$ cat src/rtl/keypad_pkg.sv
// Shared types, sizes and helpers for the keypad input-conditioning front end.
// Latency: n/a (declarations only).
// Backpressure: n/a (no flow control in this block; inputs are sampled every cycle).
package keypad_pkg;

    localparam int NUM_KEYS    = 10;
    localparam int SYNC_STAGES = 2;
    localparam int CNT_W       = 8;

    typedef enum logic [1:0] {
        ST_IDLE         = 2'd0,
        ST_PRESS_WAIT   = 2'd1,
        ST_HELD         = 2'd2,
        ST_RELEASE_WAIT = 2'd3
    } kp_state_e;

    // One-hot key vector to BCD digit. Only meaningful for one-hot input.
    function automatic logic [3:0] encode_bcd(input logic [NUM_KEYS-1:0] oh);
        logic [3:0] res;
        res = 4'd0;
        for (int i = 0; i < NUM_KEYS; i++) begin
            if (oh[i]) res = 4'(i);
        end
        return res;
    endfunction

    function automatic logic is_one_hot(input logic [NUM_KEYS-1:0] v);
        return (v != '0) && ((v & (v - NUM_KEYS'(1))) == '0);
    endfunction

    // Counters stick at all-ones rather than wrapping back to zero.
    function automatic logic [CNT_W-1:0] sat_inc(input logic [CNT_W-1:0] c);
        return (c == '1) ? c : c + CNT_W'(1);
    endfunction

endpackage

$ cat src/rtl/debounce_bit.sv
// Two-flop synchroniser plus level debouncer for one raw button/switch.
// Latency: raw change first sampled at edge N shows on level after edge N+1+DEBOUNCE_CYCLES.
// Backpressure: none; free-running every cycle.
// Ports: clk, clear (sync active-high), raw (async input), level (debounced output).
module debounce_bit
    import keypad_pkg::*;
#(
    parameter int   DEBOUNCE_CYCLES = 4,
    parameter logic RESET_VAL       = 1'b0
) (
    input  logic clk,
    input  logic clear,
    input  logic raw,
    output logic level
);

    localparam logic [CNT_W-1:0] LIMIT = CNT_W'(DEBOUNCE_CYCLES);

    logic [SYNC_STAGES-1:0] sync;
    logic [CNT_W-1:0]       cnt;
    logic                   s;

    assign s = sync[SYNC_STAGES-1];

    always_ff @(posedge clk) begin
        if (clear) begin
            sync  <= {SYNC_STAGES{RESET_VAL}};
            cnt   <= '0;
            level <= RESET_VAL;
        end else begin
            sync <= {sync[SYNC_STAGES-2:0], raw};
            // Any sample agreeing with the current level restarts the run.
            if (s == level) begin
                cnt <= '0;
            end else if (sat_inc(cnt) >= LIMIT) begin
                level <= s;
                cnt   <= '0;
            end else begin
                cnt <= sat_inc(cnt);
            end
        end
    end

endmodule

$ cat src/rtl/keypad_frontend.sv
// Synchronises/debounces the digit keypad, start/stop buttons and door switch.
// Latency: input stable from sampling edge N appears after edge N+1+DEBOUNCE_CYCLES.
// Backpressure: none; one single-cycle strobe per accepted press, no auto-repeat.
// Ports: clk, clear (sync active-high); keypad_raw[9:0], startn_raw, stopn_raw,
//        door_closed_raw in; keypad[9:0] strobe, digit[3:0], digit_valid,
//        startn, stopn, door_closed out.
module keypad_frontend
    import keypad_pkg::*;
#(
    parameter int DEBOUNCE_CYCLES = 4
) (
    input  logic                clk,
    input  logic                clear,
    input  logic [NUM_KEYS-1:0] keypad_raw,
    input  logic                startn_raw,
    input  logic                stopn_raw,
    input  logic                door_closed_raw,
    output logic [NUM_KEYS-1:0] keypad,
    output logic [3:0]          digit,
    output logic                digit_valid,
    output logic                startn,
    output logic                stopn,
    output logic                door_closed
);

    localparam logic [CNT_W-1:0] LIMIT = CNT_W'(DEBOUNCE_CYCLES);

    // Keypad synchroniser
    logic [NUM_KEYS-1:0] ks_pipe [SYNC_STAGES];
    logic [NUM_KEYS-1:0] ks;

    assign ks = ks_pipe[SYNC_STAGES-1];

    always_ff @(posedge clk) begin
        if (clear) begin
            for (int i = 0; i < SYNC_STAGES; i++) ks_pipe[i] <= '0;
        end else begin
            ks_pipe[0] <= keypad_raw;
            for (int i = 1; i < SYNC_STAGES; i++) ks_pipe[i] <= ks_pipe[i-1];
        end
    end

    // Keypad FSM
    kp_state_e           state, state_nxt;
    logic [NUM_KEYS-1:0] cand, cand_nxt;
    logic [CNT_W-1:0]    cnt, cnt_nxt, cnt_inc;
    logic                strobe;

    always_comb begin
        state_nxt = state;
        cand_nxt  = cand;
        cnt_nxt   = cnt;
        strobe    = 1'b0;
        cnt_inc   = sat_inc(cnt);
        case (state)
            ST_IDLE: begin
                if (ks != '0) begin
                    if (is_one_hot(ks)) begin
                        cand_nxt = ks;
                        // The first sample already counts as one; with a
                        // single-cycle debounce it is accepted immediately.
                        if (LIMIT <= CNT_W'(1)) begin
                            strobe    = 1'b1;
                            cnt_nxt   = '0;
                            state_nxt = ST_HELD;
                        end else begin
                            cnt_nxt   = CNT_W'(1);
                            state_nxt = ST_PRESS_WAIT;
                        end
                    end else begin
                        // Chord: swallow it until everything is released.
                        cnt_nxt   = '0;
                        state_nxt = ST_HELD;
                    end
                end
            end
            ST_PRESS_WAIT: begin
                if (ks == '0) begin
                    cnt_nxt   = '0;
                    state_nxt = ST_IDLE;
                end else if (ks == cand) begin
                    if (cnt_inc >= LIMIT) begin
                        strobe    = 1'b1;
                        cnt_nxt   = '0;
                        state_nxt = ST_HELD;
                    end else begin
                        cnt_nxt = cnt_inc;
                    end
                end else if (is_one_hot(ks)) begin
                    cand_nxt = ks;
                    cnt_nxt  = CNT_W'(1);
                end else begin
                    cnt_nxt   = '0;
                    state_nxt = ST_HELD;
                end
            end
            ST_HELD: begin
                if (ks == '0) begin
                    if (LIMIT <= CNT_W'(1)) begin
                        cnt_nxt   = '0;
                        state_nxt = ST_IDLE;
                    end else begin
                        cnt_nxt   = CNT_W'(1);
                        state_nxt = ST_RELEASE_WAIT;
                    end
                end
            end
            ST_RELEASE_WAIT: begin
                if (ks != '0) begin
                    cnt_nxt   = '0;
                    state_nxt = ST_HELD;
                end else if (cnt_inc >= LIMIT) begin
                    cnt_nxt   = '0;
                    state_nxt = ST_IDLE;
                end else begin
                    cnt_nxt = cnt_inc;
                end
            end
            default: begin
                cnt_nxt   = '0;
                state_nxt = ST_IDLE;
            end
        endcase
    end

    always_ff @(posedge clk) begin
        if (clear) begin
            state <= ST_IDLE;
            cand  <= '0;
            cnt   <= '0;
        end else begin
            state <= state_nxt;
            cand  <= cand_nxt;
            cnt   <= cnt_nxt;
        end
    end

    // Strobe outputs: cand_nxt holds the accepted key in every strobe case.
    always_ff @(posedge clk) begin
        if (clear) begin
            keypad      <= '0;
            digit       <= '0;
            digit_valid <= 1'b0;
        end else begin
            keypad      <= strobe ? cand_nxt : '0;
            digit_valid <= strobe;
            if (strobe) digit <= encode_bcd(cand_nxt);
        end
    end

    // Button and door debouncers
    debounce_bit #(.DEBOUNCE_CYCLES(DEBOUNCE_CYCLES), .RESET_VAL(1'b1)) u_startn (
        .clk   (clk),
        .clear (clear),
        .raw   (startn_raw),
        .level (startn)
    );

    debounce_bit #(.DEBOUNCE_CYCLES(DEBOUNCE_CYCLES), .RESET_VAL(1'b1)) u_stopn (
        .clk   (clk),
        .clear (clear),
        .raw   (stopn_raw),
        .level (stopn)
    );

    debounce_bit #(.DEBOUNCE_CYCLES(DEBOUNCE_CYCLES), .RESET_VAL(1'b0)) u_door_closed (
        .clk   (clk),
        .clear (clear),
        .raw   (door_closed_raw),
        .level (door_closed)
    );

endmodule

$ cat config.mk
export PLATFORM = sky130hd
export DESIGN_NAME = keypad_frontend
export DESIGN_NICKNAME = d
export VERILOG_FILES = /design/src/rtl/keypad_pkg.sv /design/src/rtl/debounce_bit.sv /design/src/rtl/keypad_frontend.sv
export SDC_FILE = /design/constraint.sdc
export NUM_CORES = 1
export LEC_CHECK = 0
export ABC_AREA = 1
export CAP_MARGIN = 40
export CORE_MARGIN = 10
export CORE_UTILIZATION = 56
export CTS_CLUSTER_SIZE = 40
export DETAILED_ROUTE_END_ITERATION = 7
export HOLD_SLACK_MARGIN = 0.1
export PLACE_DENSITY = 0.78
export SETUP_SLACK_MARGIN = 0.2
export SLEW_MARGIN = 20
export SYNTH_ARGS = -nofsm -noshare
export SYNTH_HDL_FRONTEND = slang
export SYNTH_SLANG_ARGS = --single-unit
$ cat constraint.sdc
create_clock -name clk -period 3.23 [get_ports clk]
set_clock_uncertainty 0.05 [all_clocks]
set_input_delay 0.323 -clock clk [delete_from_list [all_inputs] [get_ports clk]]
set_output_delay 0.323 -clock clk [all_outputs]
set_load 0.02 [all_outputs]
==> impl_metrics.tcl, run 1 <==
set metrics [dict create \
    finalSetupViolations 0 \
    start_util_pct 57.9 \
    ctsHoldBuffers 0 \
    power.leakage_nw 1.96 \
    slew_headroom_pct 64.4 \
    nFillCells 544 \
    synth_top_cell_area_share_pct 47.6 \
    io_pins 33 \
    die_w_um 101 \
    clockRootBuffer "clkbuf_8" \
    top_layer_used "met4" \
    fin_crit_ps 2230 \
    syn_to_final_growth_pct 16.7 \
    min_from "ks_pipe[0][8]" \
    rows 29 \
    rr_worst_depth 18 \
    cts-buffers-inserted 9 \
    firstDrtPassIters 4 \
    netlist_area_sq_um 3700 \
    crit_start "ks_pipe[0][13]" \
    path_clk_slew_ps 80 \
    die_area_sq_um 10300 \
    place_ws_ps 1030 \
    powerDensity_nw_per_um2 557 \
    wl_met1_um 2970 \
    place_congestion 0.886 \
    yosysSeqAreaShare_pct 47.6 \
    cts_max_level 3 \
    worstPathMaxFanout 16 \
    routed_wl_um 6950 \
    ys_types 34 \
    diodes 0 \
    outcome "finished clean" \
    final_common_cell "nand2_1" \
    cap_viol_max_count 0 \
    drive_above_1_share_pct 7.45 \
    timing.final.ws_setup_ps 1000 \
    cts_max_path_buffers 2 \
    timing.rr.start "ks_pipe[0][13]" \
    worstPathArrival_ps 2410 \
    synth-warning-count 0 \
    worstSetupPathType "reg2reg" \
    cts_setup_buffers 0 \
    clock-sinks 88 \
    period_share_pct 69.0 \
    ir_drop_mv 0.330 \
    die_y_um 101 \
    min_delay_path_depth 2 \
    tightest_slew_ps 533 \
    fin_setup_tns_ps 0 \
    hp-class "reg2reg" \
    synth_top_cell_by_area "dfxtp_1" \
    portBuffers 32 \
    vias 2979 \
    post_drt_wl_per_cell_um 11.3 \
    wl_met3_um 277 \
    end_kind "register" \
    grt_pass1_vias 2802 \
    final_cell_mix "97 x nand2_1, 88 x dfxtp_1, 74 x inv_1, 64 x nor2_1, 31 x clkdlybuf4s50_1" \
    synth_area_leaders "dfxtp_1 48%, nand2_1 9.8%, inv_1 7.5%, nor2_1 6.5%, nand3_1 3.7%" \
    core_area_sq_um 6390 \
    drc 0 \
    globalRouteOverflowTotal 0 \
    antenna_found_initial 0 \
    fin_nets 551 \
    post_cts_resized 0 \
    viasPerCell 4.85 \
    grt_setup_unrepaired "false" \
    finalHoldViolations 0 \
    p_total_mw 2.40 \
    drv_slew 0 \
    wl_met2_um 3600 \
    synthCells 481 \
    dp_hpwl_um 5140 \
    grtUsageTotal_pct 14.3 \
    ant_nets 0 \
    drt_iter0_markers 95 \
    synth_seq_cells 88 \
    grt_pass1_wl_um 11900 \
    grt_max_degree 57 \
    syn_area_per_cell_sq_um 7.69 \
    crit_required_ps 3410 \
    cts_tree "yes" \
    start_kind "register" \
    fmax_mhz 449 \
    clkLatencyLatePin_ps 350 \
]
-- stage by stage --
| step | hold WS (ps) | area [sq um] | cells | util (%) |
|---|---|---|---|---|
| floorplan | 338 | 3760 | 498 | - |
| global placement | 340 | 4140 | 598 | 64.8 |
| detailed placement | 348 | 4140 | 598 | 64.8 |
| CTS | 359 | 4320 | 614 | 67.6 |
| global route | 375 | 4320 | 614 | 67.6 |
| finish | 358 | 4320 | 614 | 67.6 |
-- worst max-delay path, cell delays in order (launching register included) --
cell     delay [ps]
dfxtp_1         370
nor2_4          180
nand2_4          90
nor3_4          290
nor2_1           80
nand2_1         100
nand2_2          90
nand2_4         170
nand2_1          80
nand2_1          90
inv_1            80
nand2_1          60
nand2_1          50
nand2_1          60
nand2_1          50
nand2_1          60
nand2_1          50
nand2_1          60
a21oi_1          60
-- worst paths after layout --
path                     to  slack (ps)
max                digit[0]        1000
min          ks_pipe[0][18]         360
max reg2reg        digit[0]        1000
min reg2reg  ks_pipe[0][18]         360
-- state kept, by name, indices dropped and copies added, names as in the netlist, named ones only --
signal	count
u_startn.cnt	8
cnt	8
state	1
digit	4
u_stopn.level	1
u_door_closed.sync	2
digit_valid	1
u_door_closed.cnt	8
u_startn.level	1
u_stopn.sync	2
u_startn.sync	2
cand	10
u_door_closed.level	1
ks_pipe	20
keypad	10
u_stopn.cnt	8
-- cells by family after synthesis --
kind of cell             count (synthesis)  synth area share, %
buffers and inverters                   85                 8.83
adder cells (fa/ha/maj)                  4                 1.35
flip-flops                              88                 47.6
XOR/XNOR                                25                 5.92
other                                    1                0.101
AND/OR/NAND/NOR                        239                 30.0
AO/OA/AOI/OAI                           39                 6.15
-- power breakdown --
part | switching [mW] | internal, mW
combinational | 0.322 | 0.167
clock | 0.349 | 0.358
sequential | 0.0593 | 1.15
total | 0.730 | 1.67
-- metal layers --
layer	vias to the layer above	global-route usage, %
met5	-	0
met4	0	5.25
met3	9	4.97
met2	31	25.8
met1	1365	14.8
li1	1574	-
-- cell usage after synthesis --
master and instances:
nand2_1 97, dfxtp_1 88, inv_1 74, nor2_1 64, nand3_1 27, nor3_1 18, a21oi_1 13, xnor2_1 13
o21ai_0 12, xor2_1 12, clkbuf_1 9, nand4_1 8, nor2_4 6, nand2_2 5, ha_1 4, or2_2 4
o21ai_1 3, o21ai_2 3, a211oi_1 2, nand2_4 2, nand3_2 2, nor3b_1 2, o211ai_1 2, a2111oi_0 1
a31oi_1 1, buf_6 1, conb_1 1, inv_2 1, nor2_2 1, nor3_4 1, nor4_1 1, nor4_4 1
o2111ai_1 1, o21bai_1 1
-- cell type report --
class	instances	area, sq um	area share, %
Clock buffer	13	139	3.22
Clock inverter	3	42.5	0.985
Inverter	75	282	6.52
Multi-Input combinational cell	325	1680	38.8
Sequential cell	88	1760	40.8
Tap cell	77	96.3	2.23
Timing Repair Buffer	33	323	7.47
No activity file was read; power rests on OpenSTA's default activity.
==> run 2, diff against run 1 <==
clock period = 2.3 ns   (was 3.23 ns; I/O delays follow)
==> run 2 against run 1 <==
Effect of this change:
- sequential cell count unchanged
- sequential power grew 41%
- largest cell class is now multi-input combinational cells
- sequential share of layout area decreased by 2.7 points
- count of clock-buffer cells in the layout rose by 1
- worst setup slack worse by 850 ps
- non-clock buffer count up 20
- hold slack worse by 130 ps
- maximum frequency up 3.5%
- first-iteration DRC count up 13%
- via count increased by 7.1%
==> impl_metrics.tcl, run 2 (synthesized netlist as in run 1, its figures left out) <==
set metrics [dict create \
    placed_cell_area_sq_um 4180 \
    cts_max_level 3 \
    period_share_pct 93.6 \
    core_area_sq_um 6390 \
    drt_iter0_markers 107 \
    start_util_pct 57.9 \
    vias 3190 \
    grt_pass1_vias 3041 \
    largestRegisters "ks_pipe x20, cand x10, keypad x10" \
    grt_max_degree 56 \
    diodes 0 \
    ant_nets 0 \
    drive_above_1_share_pct 19.0 \
    cap_viol_max_count 0 \
    hp-class "in2reg" \
    fin_crit_ps 2150 \
    routed_wl_um 7700 \
    fin_area_sq_um 4670 \
    die_area_sq_um 10300 \
    globalRouteOverflowTotal 0 \
    drv_slew 0 \
    cts_tree "yes" \
    die_w_um 101 \
    place_congestion 0.896 \
    cts-buffers-inserted 9 \
    multi_input_area_sq_um 1810 \
    viasPerCell 5.02 \
    clock-sinks 88 \
    seqCellArea_sq_um 1780 \
    finalHoldViolations 0 \
    final_util_pct 73.1 \
    p_total_mw 3.75 \
    hold_slack_ps 229 \
    ir_drop_mv 0.661 \
    outcome "finished clean" \
    cts_max_path_buffers 2 \
    final_cell_mix "91 x nand2_1, 78 x dfxtp_1, 70 x inv_1, 54 x nor2_1, 31 x clkdlybuf4s50_1" \
    slew_headroom_pct 63.7 \
    path_clk_slew_ps 80 \
    tightest_slew_ps 545 \
    worstPathArrival_ps 2330 \
    fin_setup_tns_ps 0 \
    grt_pass1_wl_um 12700 \
    top_register "ks_pipe" \
    post_drt_wl_per_cell_um 12.1 \
    timing.final.ws_setup_ps 147 \
    nFillCells 503 \
    end_kind "register" \
    largest_register_ffs 20 \
    final_common_cell "nand2_1" \
    fmax_mhz 464 \
    rows 29 \
    power.leakage_nw 2.11 \
    clkLatencyLatePin_ps 360 \
    grt_setup_unrepaired "true" \
    fin_cells 635 \
    worstSetupPathType "reg2reg" \
    portBuffers 32 \
    start_kind "register" \
    grtUsageTotal_pct 15.0 \
    syn_to_final_growth_pct 26.1 \
    ctsHoldBuffers 0 \
    dp_hpwl_um 5260 \
    firstDrtPassIters 4 \
    powerDensity_nw_per_um2 803 \
    drc 0 \
    place_ws_ps 158 \
    clockRootBuffer "clkbuf_8" \
    die_y_um 101 \
    fin_nets 572 \
    antenna_found_initial 0 \
    worstPathMaxFanout 8 \
    finalSetupViolations 0 \
    crit_required_ps 2480 \
    io_pins 33 \
    dp_cells 603 \
]
==> run 2: path summary, 6_finish.rpt <==
kind                       start              to  slack (ps)  cells after the start
setup / recovery  ks_pipe[0][13]        digit[1]         150                     16
hold / removal             clear   u_stopn.level         230                      3
setup reg to reg  ks_pipe[0][13]        digit[1]         150                     16
hold reg to reg    ks_pipe[0][3]  ks_pipe[0][13]         340                      2
==> run 2: report_power, final <==
group          switching [mW]  internal, mW  total [mW]  leakage, nW
clock network           0.492         0.619        1.11        0.113
registers              0.0934          1.62        1.71        0.728
logic                   0.568         0.359       0.927         1.27
total                    1.15          2.59        3.75         2.11
==> run 2: critical path, stage by stage, from the launching register on <==
cell and delay (ps):
dfxtp_4 350, nor2_4 160, nand2_4 90, nor3_4 230
buf_6 130, nor2_4 30, nand2_2 80, nor2_4 60
buf_6 130, nand2_8 80, nand2_1 70, o21ai_2 100
inv_1 100, nor2_2 150, nand2_1 80, nand2_1 60
a21oi_1 60
==> run 2: cell type report <==
| class | instances | share of cell area, % |
|---|---|---|
| Clock buffer | 14 | 3.91 |
| Clock inverter | 2 | 0.751 |
| Inverter | 75 | 6.03 |
| Multi-Input combinational cell | 326 | 38.8 |
| Sequential cell | 88 | 38.1 |
| Tap cell | 77 | 2.06 |
| Timing Repair Buffer | 53 | 10.4 |
==> run 2: layer usage <==
layer,vias to the layer above,global-route usage (%),wire (um)
met5,-,0,0
met4,0,6.54,238
met3,27,5.24,345
met2,69,27.3,4050
met1,1471,14.9,3070
li1,1623,-,-
==> run 2: repair_timing <==
action,CTS,global route
pin swaps,8,16
resized for setup,16,40
setup endpoints to repair,4,26
cloned,1,0
buffers inserted,5,10
==> run 3, diff against run 2 <==
CTS_CLUSTER_DIAMETER = 150   (was unset)
DONT_BUFFER_PORTS = 1   (was unset)
PLACE_DENSITY = 0.71   (was 0.78)
==> run 3 against run 2 <==
Effect of this change:
- via count shrank 0.78%
- global-route usage grew 0.28 points
- design area shrank 0.13%
- critical path depth shrank 2
- maximum frequency shrank 5.5%
- largest power group unchanged
- clock power grew 11%
- sequential cell count is the same
- register-to-register slack lost 130 ps
- critical endpoint unchanged
==> impl_metrics.tcl, run 3 (synthesized netlist as in run 1, its figures left out) <==
set metrics [dict create \
    worstPathArrival_ps 2520 \
    timing.rr.start "ks_pipe[0][17]" \
    largestRegisters "ks_pipe x20, cand x10, keypad x10" \
    dp_cells 569 \
    clock-sinks 88 \
    finalHoldViolations 0 \
    min_to "u_startn.level" \
    cts_max_path_buffers 2 \
    p_clk_share_pct 31.5 \
    diodes 0 \
    drv_slew 0 \
    dp_hpwl_um 5120 \
    fin_crit_ps 2280 \
    fin_setup_tns_ps 0 \
    start_util_pct 57.9 \
    switchingPower_mw 1.19 \
    powerDensity_nw_per_um2 839 \
    fin_nets 566 \
    cap_viol_max_count 0 \
    period_share_pct 99.1 \
    r2r_end "digit[1]" \
    drt_iter0_markers 152 \
    firstDrtPassIters 7 \
    final_util_pct 73.0 \
    cts_max_level 3 \
    rr_worst_depth 14 \
    die_y_um 101 \
    fin_area_sq_um 4660 \
    grtUsageTotal_pct 15.2 \
    post_drt_wl_per_cell_um 13.0 \
    vias 3165 \
    rows 29 \
    start_kind "register" \
    power.leakage_nw 2.15 \
    placed_cell_area_sq_um 3840 \
    seqCellArea_sq_um 1790 \
    die_area_sq_um 10300 \
    outcome "finished clean" \
    viasPerCell 5.04 \
    grt_max_degree 35 \
    multi_input_area_sq_um 1840 \
    die_w_um 101 \
    drc 0 \
    ant_nets 0 \
    drive_above_1_share_pct 20.7 \
    final_common_cell "nand2_1" \
    final_cell_mix "90 x nand2_1, 75 x dfxtp_1, 69 x inv_1, 57 x nor2_1, 24 x dlygate4sd3_1" \
    cts_tree "yes" \
    fin_cells 628 \
    seq_power_share_pct 43.6 \
    fmax_mhz 439 \
    clkLatencyLatePin_ps 350 \
    crit_required_ps 2540 \
    syn_to_final_growth_pct 26.0 \
    grt_pass1_vias 3043 \
    end_kind "register" \
    hp-class "in2reg" \
    ff2ff_setup_slack_ps 20 \
    min_delay_path_depth 2 \
    portBuffers 0 \
    worstSetupPathType "reg2reg" \
    finalSetupViolations 0 \
    comb_power_share_pct 24.9 \
    antenna_found_initial 0 \
    path_clk_slew_ps 80 \
    core_area_sq_um 6390 \
    place_congestion 0.867 \
    worstPathMaxFanout 8 \
    nFillCells 478 \
    cts-buffers-inserted 9 \
    switching_share_pct 30.4 \
    hold_slack_ps 160 \
    globalRouteOverflowTotal 0 \
    top_register "ks_pipe" \
    io_pins 33 \
    p_int_mw 2.72 \
    clockRootBuffer "clkbuf_8" \
    routed_wl_um 8180 \
    grt_pass1_wl_um 12900 \
    min_from "clear" \
    ir_drop_mv 0.557 \
    largest_register_ffs 20 \
    grt_setup_unrepaired "true" \
]
-- run 3: cell count changes in the layout (fill, tap and decap cells not counted), moves of 4 or more --
cell / previous run / this run
buf_4: 18 / 22
clkbuf_8: 13 / 9
clkdlybuf4s50_1: 31 / 0
dlygate4sd3_1: 0 / 24
nor2_2: 9 / 5
-- run 3: cell type report --
type	instances	share of cell area, %
multi-input cells	326	39.5
flip-flops and latches	88	38.3
repair buffers	47	9.13
inverters	75	6.04
clock buffers	9	2.66
clock inverters	6	2.34
well taps	77	2.07
-- run 3: routing by layer --
layer,part of all wire (%),track usage (%)
met5,0,0
met4,2.2,8.25
met3,4.1,3.68
met2,52,27.1
met1,41,16.2
-- run 3: worst max-delay path by stage --
stage | from | to | slack [ps]
after global routing | ks_pipe[0][17] | digit[1] | -100
final | ks_pipe[0][17] | digit[1] | 20
after detailed placement | ks_pipe[0][15] | digit[1] | 90
after global placement | ks_pipe[0][13] | digit[1] | 150
after floorplan | ks_pipe[0][13] | digit[1] | 370
after CTS | ks_pipe[0][11] | digit[1] | 160
-- run 3: power by group through the flow --
| stage | logic [mW] | clock network [mW] | registers, mW |
|---|---|---|---|
| 2_1_floorplan | 0.561 | 0 | 1.71 |
| 3_3_place_gp | 0.644 | 0 | 1.73 |
| 3_5_place_dp | 0.658 | 0 | 1.73 |
| 4_1_cts | 0.786 | 1.25 | 1.70 |
| 5_1_grt | 1.07 | 1.32 | 1.72 |
| 6_report | 0.975 | 1.23 | 1.71 |
-- run 3: worst max-delay path, stage by stage, from the launching register on --
cell and delay [ps]:
dfxtp_2 360, nor2_2 150, nand2_2 110, nor2_4 150, nor2_2 60, nor2_4 110, nand2_2 80, nor2_4 210
nand2_8 120, buf_4 150, nand2_2 80, o21ai_4 80, nor4_4 250, nand2_1 140, a21oi_2 130
-- run 3: per-stage QoR --
stage               worst slack, ps  power (mW)
global route                  -95.9        4.11
global placement                150        2.38
floorplan                       366        2.27
finish                         21.3        3.91
CTS                             159        3.74
detailed placement             91.9        2.39
-- run 3: timing repair --
action,4_1_cts,5_1_grt
buffers inserted,6,12
resized for setup,13,48
endpoints found under the setup margin,3,26
hold buffers,25,0
cloned,1,0
pin swaps,7,16
hold endpoints to repair,55,0
